--- config.mk ---
export PLATFORM = sky130hd
export DESIGN_NAME = cmd_frame_assembler_flat
export DESIGN_NICKNAME = d
export VERILOG_FILES = /design/src/rtl/cmd_frame_if.sv /design/src/rtl/cmd_frame_assembler.sv /design/src/flat_wrapper.sv
export SDC_FILE = /design/constraint.sdc
export NUM_CORES = 1
export LEC_CHECK = 0
export CORE_ASPECT_RATIO = 0.8
export CORE_MARGIN = 1
export CORE_UTILIZATION = 40
export CTS_BUF_LIST = sky130_fd_sc_hd__clkbuf_16
export DETAILED_ROUTE_END_ITERATION = 12
export SETUP_SLACK_MARGIN = 0.5
export SYNTH_ARGS = -nofsm -noshare
export SYNTH_HDL_FRONTEND = slang
export SYNTH_SLANG_ARGS = --single-unit
export TNS_END_PERCENT = 100
--- constraint.sdc ---
create_clock -name clk -period 5 [get_ports clk]
set_input_delay 1 -clock clk [delete_from_list [all_inputs] [get_ports clk]]
set_output_delay 1 -clock clk [all_outputs]
set_load 0.005 [all_outputs]
--- src/rtl/cmd_frame_if.sv ---
// cmd_frame_if: byte-stream in / assembled-frame out bundle for cmd_frame_assembler.
//   en, clear      - capture enable, synchronous abort
//   in_byte        - data byte, stable across a byte_toggle edge
//   byte_toggle    - each edge (either direction) marks one new byte
//   frame_ack      - consumer accepts the held frame
//   frame          - last completed frame, first byte in the MSB byte
//   frame_valid    - frame held and not yet acked
//   byte_idx       - index of the next byte expected
//   overrun        - sticky, a frame completed while one was still held
//   timeout_err    - one-cycle pulse when a partial frame is dropped
//   crc_ok         - CRC status of the held frame
interface cmd_frame_if #(
  parameter int FRAME_BYTES = 6
);
  logic                     en;
  logic                     clear;
  logic [7:0]               in_byte;
  logic                     byte_toggle;
  logic                     frame_ack;
  logic [8*FRAME_BYTES-1:0] frame;
  logic                     frame_valid;
  logic [3:0]               byte_idx;
  logic                     overrun;
  logic                     timeout_err;
  logic                     crc_ok;

  modport master (
    output en, clear, in_byte, byte_toggle, frame_ack,
    input  frame, frame_valid, byte_idx, overrun, timeout_err, crc_ok
  );

  modport slave (
    input  en, clear, in_byte, byte_toggle, frame_ack,
    output frame, frame_valid, byte_idx, overrun, timeout_err, crc_ok
  );
endinterface

--- src/rtl/cmd_frame_assembler.sv ---
// cmd_frame_assembler: collects FRAME_BYTES toggle-signalled bytes into one
// frame, hands it downstream with a valid/ack handshake, flags overrun and
// inter-byte timeout.
//   clk    - system clock, posedge
//   reset  - asynchronous active-low reset
//   bus    - cmd_frame_if.slave (byte stream in, frame + status out)
// Optional feature: define CMD_CRC7_CHECK_EN to compile in the SD CRC7 check
// (poly x^7+x^3+1, init 0, MSB first) over bytes 0..FRAME_BYTES-2; the last
// byte must carry {crc7, 1'b1}. Without it crc_ok simply follows frame_valid.
module cmd_frame_assembler #(
  parameter int FRAME_BYTES    = 6,
  parameter int TIMEOUT_CYCLES = 1024,
  parameter int CNT_W          = 11
) (
  input  logic        clk,
  input  logic        reset,
  cmd_frame_if.slave  bus
);

  localparam logic [3:0]       LAST_IDX = 4'(FRAME_BYTES - 1);
  localparam logic [CNT_W-1:0] TO_MAX   = CNT_W'(TIMEOUT_CYCLES);

  // byte i lives in slot FRAME_BYTES-1-i so byte 0 ends up in the MSB byte
  logic [FRAME_BYTES-1:0][7:0] shift_q, shift_d, new_frame;
  logic [8*FRAME_BYTES-1:0]    frame_q, frame_d;
  logic [3:0]                  byte_idx_q, byte_idx_d;
  logic [CNT_W-1:0]            cnt_q, cnt_d;
  logic                        prev_toggle_q, prev_toggle_d;
  logic                        armed_q, armed_d;
  logic                        frame_valid_q, frame_valid_d;
  logic                        overrun_q, overrun_d;
  logic                        timeout_err_q, timeout_err_d;
  logic                        evt, accept, complete;

`ifdef CMD_CRC7_CHECK_EN
  logic [6:0] crc_q, crc_d;
  logic       crc_ok_q, crc_ok_d;

  // eight MSB-first serial steps unrolled into one byte-wide update
  function automatic logic [6:0] crc7_byte(input logic [6:0] c_in, input logic [7:0] b);
    logic [6:0] c;
    logic       fb;
    c = c_in;
    for (int k = 7; k >= 0; k--) begin
      fb = c[6] ^ b[k];
      c  = {c[5:0], 1'b0} ^ (fb ? 7'h09 : 7'h00);
    end
    return c;
  endfunction
`endif

  always_comb begin
    prev_toggle_d = bus.byte_toggle;   // tracked every cycle, so en gaps never fake an edge
    armed_d       = 1'b1;
    shift_d       = shift_q;
    frame_d       = frame_q;
    byte_idx_d    = byte_idx_q;
    cnt_d         = cnt_q;
    frame_valid_d = frame_valid_q;
    overrun_d     = overrun_q;
    timeout_err_d = 1'b0;

    evt      = armed_q & (bus.byte_toggle ^ prev_toggle_q);
    accept   = evt & bus.en & ~bus.clear;
    complete = accept && (byte_idx_q == LAST_IDX);

    new_frame = shift_q;
    for (int i = 0; i < FRAME_BYTES; i++)
      if (byte_idx_q == 4'(i)) new_frame[FRAME_BYTES-1-i] = bus.in_byte;

    // byte counting and inter-byte timeout; an accepted byte beats the timeout
    if (accept) begin
      shift_d    = new_frame;
      byte_idx_d = complete ? 4'd0 : byte_idx_q + 4'd1;
      cnt_d      = '0;
    end else if (byte_idx_q == 4'd0) begin
      cnt_d = '0;
    end else if (TIMEOUT_CYCLES != 0 && cnt_q == TO_MAX) begin
      byte_idx_d    = 4'd0;
      cnt_d         = '0;
      timeout_err_d = 1'b1;
    end else begin
      cnt_d = cnt_q + CNT_W'(1);
    end

    // output handoff: an ack in the completion cycle frees the slot for the new frame
    if (complete) begin
      if (!frame_valid_q || bus.frame_ack) begin
        frame_d       = new_frame;
        frame_valid_d = 1'b1;
      end else begin
        overrun_d = 1'b1;
      end
    end else if (bus.frame_ack && frame_valid_q) begin
      frame_valid_d = 1'b0;
    end

    if (bus.clear) begin
      byte_idx_d    = 4'd0;
      frame_valid_d = 1'b0;
      overrun_d     = 1'b0;
      cnt_d         = '0;
      timeout_err_d = 1'b0;
    end
  end

`ifdef CMD_CRC7_CHECK_EN
  always_comb begin
    crc_d    = crc_q;
    crc_ok_d = crc_ok_q;
    if (accept && !complete)
      crc_d = crc7_byte((byte_idx_q == 4'd0) ? 7'd0 : crc_q, bus.in_byte);
    else if (byte_idx_q == 4'd0)
      crc_d = 7'd0;
    // crc_ok moves only when frame itself is replaced
    if (complete && (!frame_valid_q || bus.frame_ack))
      crc_ok_d = (crc_q == bus.in_byte[7:1]) && bus.in_byte[0];
  end
`endif

  always_ff @(posedge clk or negedge reset) begin
    if (!reset) begin
      prev_toggle_q <= 1'b0;
      armed_q       <= 1'b0;
      shift_q       <= '0;
      frame_q       <= '0;
      byte_idx_q    <= 4'd0;
      cnt_q         <= '0;
      frame_valid_q <= 1'b0;
      overrun_q     <= 1'b0;
      timeout_err_q <= 1'b0;
`ifdef CMD_CRC7_CHECK_EN
      crc_q         <= 7'd0;
      crc_ok_q      <= 1'b0;
`endif
    end else begin
      prev_toggle_q <= prev_toggle_d;
      armed_q       <= armed_d;
      shift_q       <= shift_d;
      frame_q       <= frame_d;
      byte_idx_q    <= byte_idx_d;
      cnt_q         <= cnt_d;
      frame_valid_q <= frame_valid_d;
      overrun_q     <= overrun_d;
      timeout_err_q <= timeout_err_d;
`ifdef CMD_CRC7_CHECK_EN
      crc_q         <= crc_d;
      crc_ok_q      <= crc_ok_d;
`endif
    end
  end

  assign bus.frame       = frame_q;
  assign bus.frame_valid = frame_valid_q;
  assign bus.byte_idx    = byte_idx_q;
  assign bus.overrun     = overrun_q;
  assign bus.timeout_err = timeout_err_q;
`ifdef CMD_CRC7_CHECK_EN
  assign bus.crc_ok      = crc_ok_q;
`else
  assign bus.crc_ok      = frame_valid_q;
`endif

endmodule

--- src/flat_wrapper.sv ---
// flat-port wrapper written by rule: the top's interface ports become plain ports
module cmd_frame_assembler_flat 
#(
  parameter int FRAME_BYTES    = 6,
  parameter int TIMEOUT_CYCLES = 1024,
  parameter int CNT_W          = 11
)
  (clk, reset, bus_en, bus_clear, bus_in_byte, bus_byte_toggle, bus_frame_ack, bus_frame, bus_frame_valid, bus_byte_idx, bus_overrun, bus_timeout_err, bus_crc_ok);
  cmd_frame_if #(.FRAME_BYTES(FRAME_BYTES)) bus_i ();
  input  logic clk;
  input  logic reset;
  input wire logic [$bits(bus_i.en)-1:0] bus_en;
  input wire logic [$bits(bus_i.clear)-1:0] bus_clear;
  input wire logic [$bits(bus_i.in_byte)-1:0] bus_in_byte;
  input wire logic [$bits(bus_i.byte_toggle)-1:0] bus_byte_toggle;
  input wire logic [$bits(bus_i.frame_ack)-1:0] bus_frame_ack;
  output wire logic [$bits(bus_i.frame)-1:0] bus_frame;
  output wire logic [$bits(bus_i.frame_valid)-1:0] bus_frame_valid;
  output wire logic [$bits(bus_i.byte_idx)-1:0] bus_byte_idx;
  output wire logic [$bits(bus_i.overrun)-1:0] bus_overrun;
  output wire logic [$bits(bus_i.timeout_err)-1:0] bus_timeout_err;
  output wire logic [$bits(bus_i.crc_ok)-1:0] bus_crc_ok;
  assign bus_i.en = bus_en;
  assign bus_i.clear = bus_clear;
  assign bus_i.in_byte = bus_in_byte;
  assign bus_i.byte_toggle = bus_byte_toggle;
  assign bus_i.frame_ack = bus_frame_ack;
  assign bus_frame = bus_i.frame;
  assign bus_frame_valid = bus_i.frame_valid;
  assign bus_byte_idx = bus_i.byte_idx;
  assign bus_overrun = bus_i.overrun;
  assign bus_timeout_err = bus_i.timeout_err;
  assign bus_crc_ok = bus_i.crc_ok;
  cmd_frame_assembler #(.FRAME_BYTES(FRAME_BYTES), .TIMEOUT_CYCLES(TIMEOUT_CYCLES), .CNT_W(CNT_W)) u_core (.clk(clk), .reset(reset), .bus(bus_i));
endmodule
==> flow_summary.toml <==
[setup_path]
ff2ff_path_depth = 7
required_ns = 5.21
ff2ff_setup_slack_ns = 2.60
critPathCaptureType = "flop"
critical_path_class = "in -> reg"
worstPathCellList = "clkdlybuf4s50_1, xor2_2, nand4_4, buf_4, nand2_1, o21ai_0"
worstPathMaxFanout = 44
critical_path.max_stage_delay_ns = 0.61
critPathLaunch = "bus_byte_toggle"
startpoint_type = "input port"
r2r_end = "u_core.bus.frame[18]"
cp.arrival_ns = 3.13
r2r_start = "u_core.bus.byte_idx[1]"
critPathSlowestCell = "nand4_4"
endpoint = "u_core.bus.frame[18]"

[floorplanning]
core-area_um2 = 11700
pin_count = 70
die_area_um2 = 12700
die_x_um = 126
core.rowCount = 35
dieHeight_um = 101
initial_utilization = 0.418

[timing]
hold_violations = 0
finClkSkew_ns = 0.00506
finalCriticalPeriod_ns = 2.91
slew_headroom = 0.287
max_freq_mhz = 343
rsz0062_at_grt = "false"
fin_crit_sh = 0.583
maxSlewViolCount = 0
worst_pin_slew_ns = 1.07
setup_viol = 0
fin_setup_tns_ns = 0

[route]
wl_per_cell_um = 16.5
ant_nets = 0
wl_um = 9920
viasPerCell = 4.98
via_count = 2985
drt_iter0_markers = 98
drt-pass1-iter-count = 6
drc_errors = 0

[synth]
synth_flop_cell = "dfrtp_1"
ys_seq_area_frac = 0.551
avgSynthCellArea_um2 = 12.5
synth_seq_cells = 108
async_flop_share = 1.00
ys_types = 44
synthCells = 392
synth_edf_count = 0
netlist_area_um2 = 4910
yosys_warnings = 0
synth_nets = 412

[pwr]
powerDensity_nw_per_um2 = 299
p_seq_frac = 0.519
p_leak_nw = 2.65
p_sw_frac = 0.215
intPower_mw = 1.40
switchingPower_mw = 0.383
vdd_drop_max_uv = 168
p_comb_frac = 0.069
clkPwrFrac = 0.412

[hold_path]
hp-class = "reg -> reg"

[clocking]
post_cts_buffers = 0
cts_buffers = 9
cts_resized = 0
clk_pin_slew_ns = 0.07
cts_tree = "done"
cts-root-buf = "clkbuf_16"
cts_max_path_buffers = 2
htreeDepth = 3
clk_latency_ns = 0.34
cts_hold_buffers = 0
cts.sinks = 108

[finish]
diodes = 0
nFillCells = 1028
drive_above_1_share = 0.170
num-nets-final = 468
areaGrowthSynthToFinish_pct = 21.2
stdcell_count = 600

[job]
maxCapViolCount = 0

[outcome]
outcome = "completed"

[global_routing]
grt_pass1_vias = 2984
track_usage = 0.167
grt_antenna_before_repair = 0
grt_pass1_wl_um = 16100
grt_max_degree = 86
grt_overflow_total = 0

[placed_design]
io_buffers = 69
place_inst = 585
gp_congestion = 0.767
dp_hpwl_um = 6400
-- per-layer routing --
metal,global-route usage,routed length [µm],part of all wire
met5,0,0,0
met4,0.0445,93,0.0094
met3,0.0414,376,0.038
met2,0.251,4370,0.44
met1,0.240,5080,0.51
-- worst min-delay path by stage --
stage                     cells after the start              endpoint            startpoint  slack (ns)
final                                         2  u_core.bus.frame[25]  u_core.bus.frame[25]        0.48
after floorplan                               1       u_core.cnt_q[0]       u_core.cnt_q[0]        0.47
after global routing                          2  u_core.bus.frame[36]  u_core.bus.frame[36]        0.51
after CTS                                     2  u_core.bus.frame[23]  u_core.bus.frame[23]        0.48
after global placement                        2  u_core.bus.frame[26]  u_core.bus.frame[26]        0.47
after detailed placement                      2  u_core.bus.frame[23]  u_core.bus.frame[23]        0.47
-- sequential cells by signal (all words and copies together), names as in the netlist --
signal	count
u_core.shift_q	40
u_core.bus.overrun	1
u_core.bus.frame	48
u_core.bus.byte_idx	4
u_core.cnt_q	11
u_core.armed_q	1
u_core.bus.crc_ok	1
u_core.bus.timeout_err	1
u_core.prev_toggle_q	1
-- cell families (layout without fill, tap and decap cells) --
group,count (synthesis),count (layout),synth area share
other,1,1,0.000764
xor gates and xnor gates,10,10,0.0194
adders and majority gates,6,6,0.0153
and+or+nand+nor,96,96,0.104
AOI/OAI and AO/OA,47,47,0.0507
buffers and inverters,35,95,0.0410
DFF,108,108,0.551
muxes,89,89,0.218
-- metrics by stage --
step                      setup slack, ns  instance area [µm²]  power, mW  hold WS [ns]   util
after detailed placement             1.70                 5650       1.07         0.469  0.481
after global routing                 1.92                 5950       1.86         0.514  0.507
final                                2.09                 5950       1.78         0.480  0.507
after global placement               1.75                 5650       1.06         0.466  0.481
after CTS                            2.08                 5950       1.81         0.485  0.507
after floorplan                      2.86                 4910       1.02         0.468      -
-- worst max-delay path, delay by kind of cell --
kind            cells  cell delay (ns)
compound gates      1             0.08
simple gates        2             0.71
xor+xnor            1             0.32
buf+inv             2             1.00
-- cell type report --
cell class	instances	area [µm²]	area share
Clock buffer	9	225	0.0378
Clock inverter	6	80.1	0.0135
Inverter	7	26.3	0.00442
Multi-Input combinational cell	249	2010	0.338
Sequential cell	108	2700	0.454
Tap cell	148	185	0.0311
Timing Repair Buffer	73	718	0.121
-- power groups by stage --
stage | clock (mW) | combinational [mW] | sequential [mW]
floorplan | 0 | 0.0799 | 0.936
global placement | 0 | 0.123 | 0.939
detailed placement | 0 | 0.125 | 0.941
CTS | 0.757 | 0.126 | 0.924
global route | 0.796 | 0.135 | 0.927
finish | 0.733 | 0.123 | 0.925
-- synthesized netlist by cell type, types with 2 or more instances --
master	instances	area [µm²]
nand2_1	46	173
and2_1	3	18.8
nor4_1	2	12.5
mux2_4	32	480
inv_1	7	26.3
xor2_1	4	35.0
mux2_2	17	191
nor2_1	14	52.6
nor3_1	2	10.0
nor2_4	2	22.5
xnor2_1	5	43.8
mux2i_1	40	400
ha_1	6	75.1
buf_2	5	25.0
o21ai_1	20	100
nor2b_4	3	41.3
buf_6	8	90.1
nand3_1	4	20.0
clkbuf_1	14	52.6
and3b_1	2	17.5
nor3b_1	2	15.0
dfrtp_1	108	2700
nor2b_1	2	12.5
o21ai_0	21	105
nand4_1	4	25.0
-- cell usage in the layout (no fill, tap or decap), drive strengths merged, types with 6 or more instances in the layout --
cell type,instances
mux2i,40
nand2,47
dfrtp,108
clkbuf,9
inv,7
ha,6
clkdlybuf4s50,68
o21ai,41
mux2,49
nor2,16
Note: power is estimated with default switching activity, not from simulation.
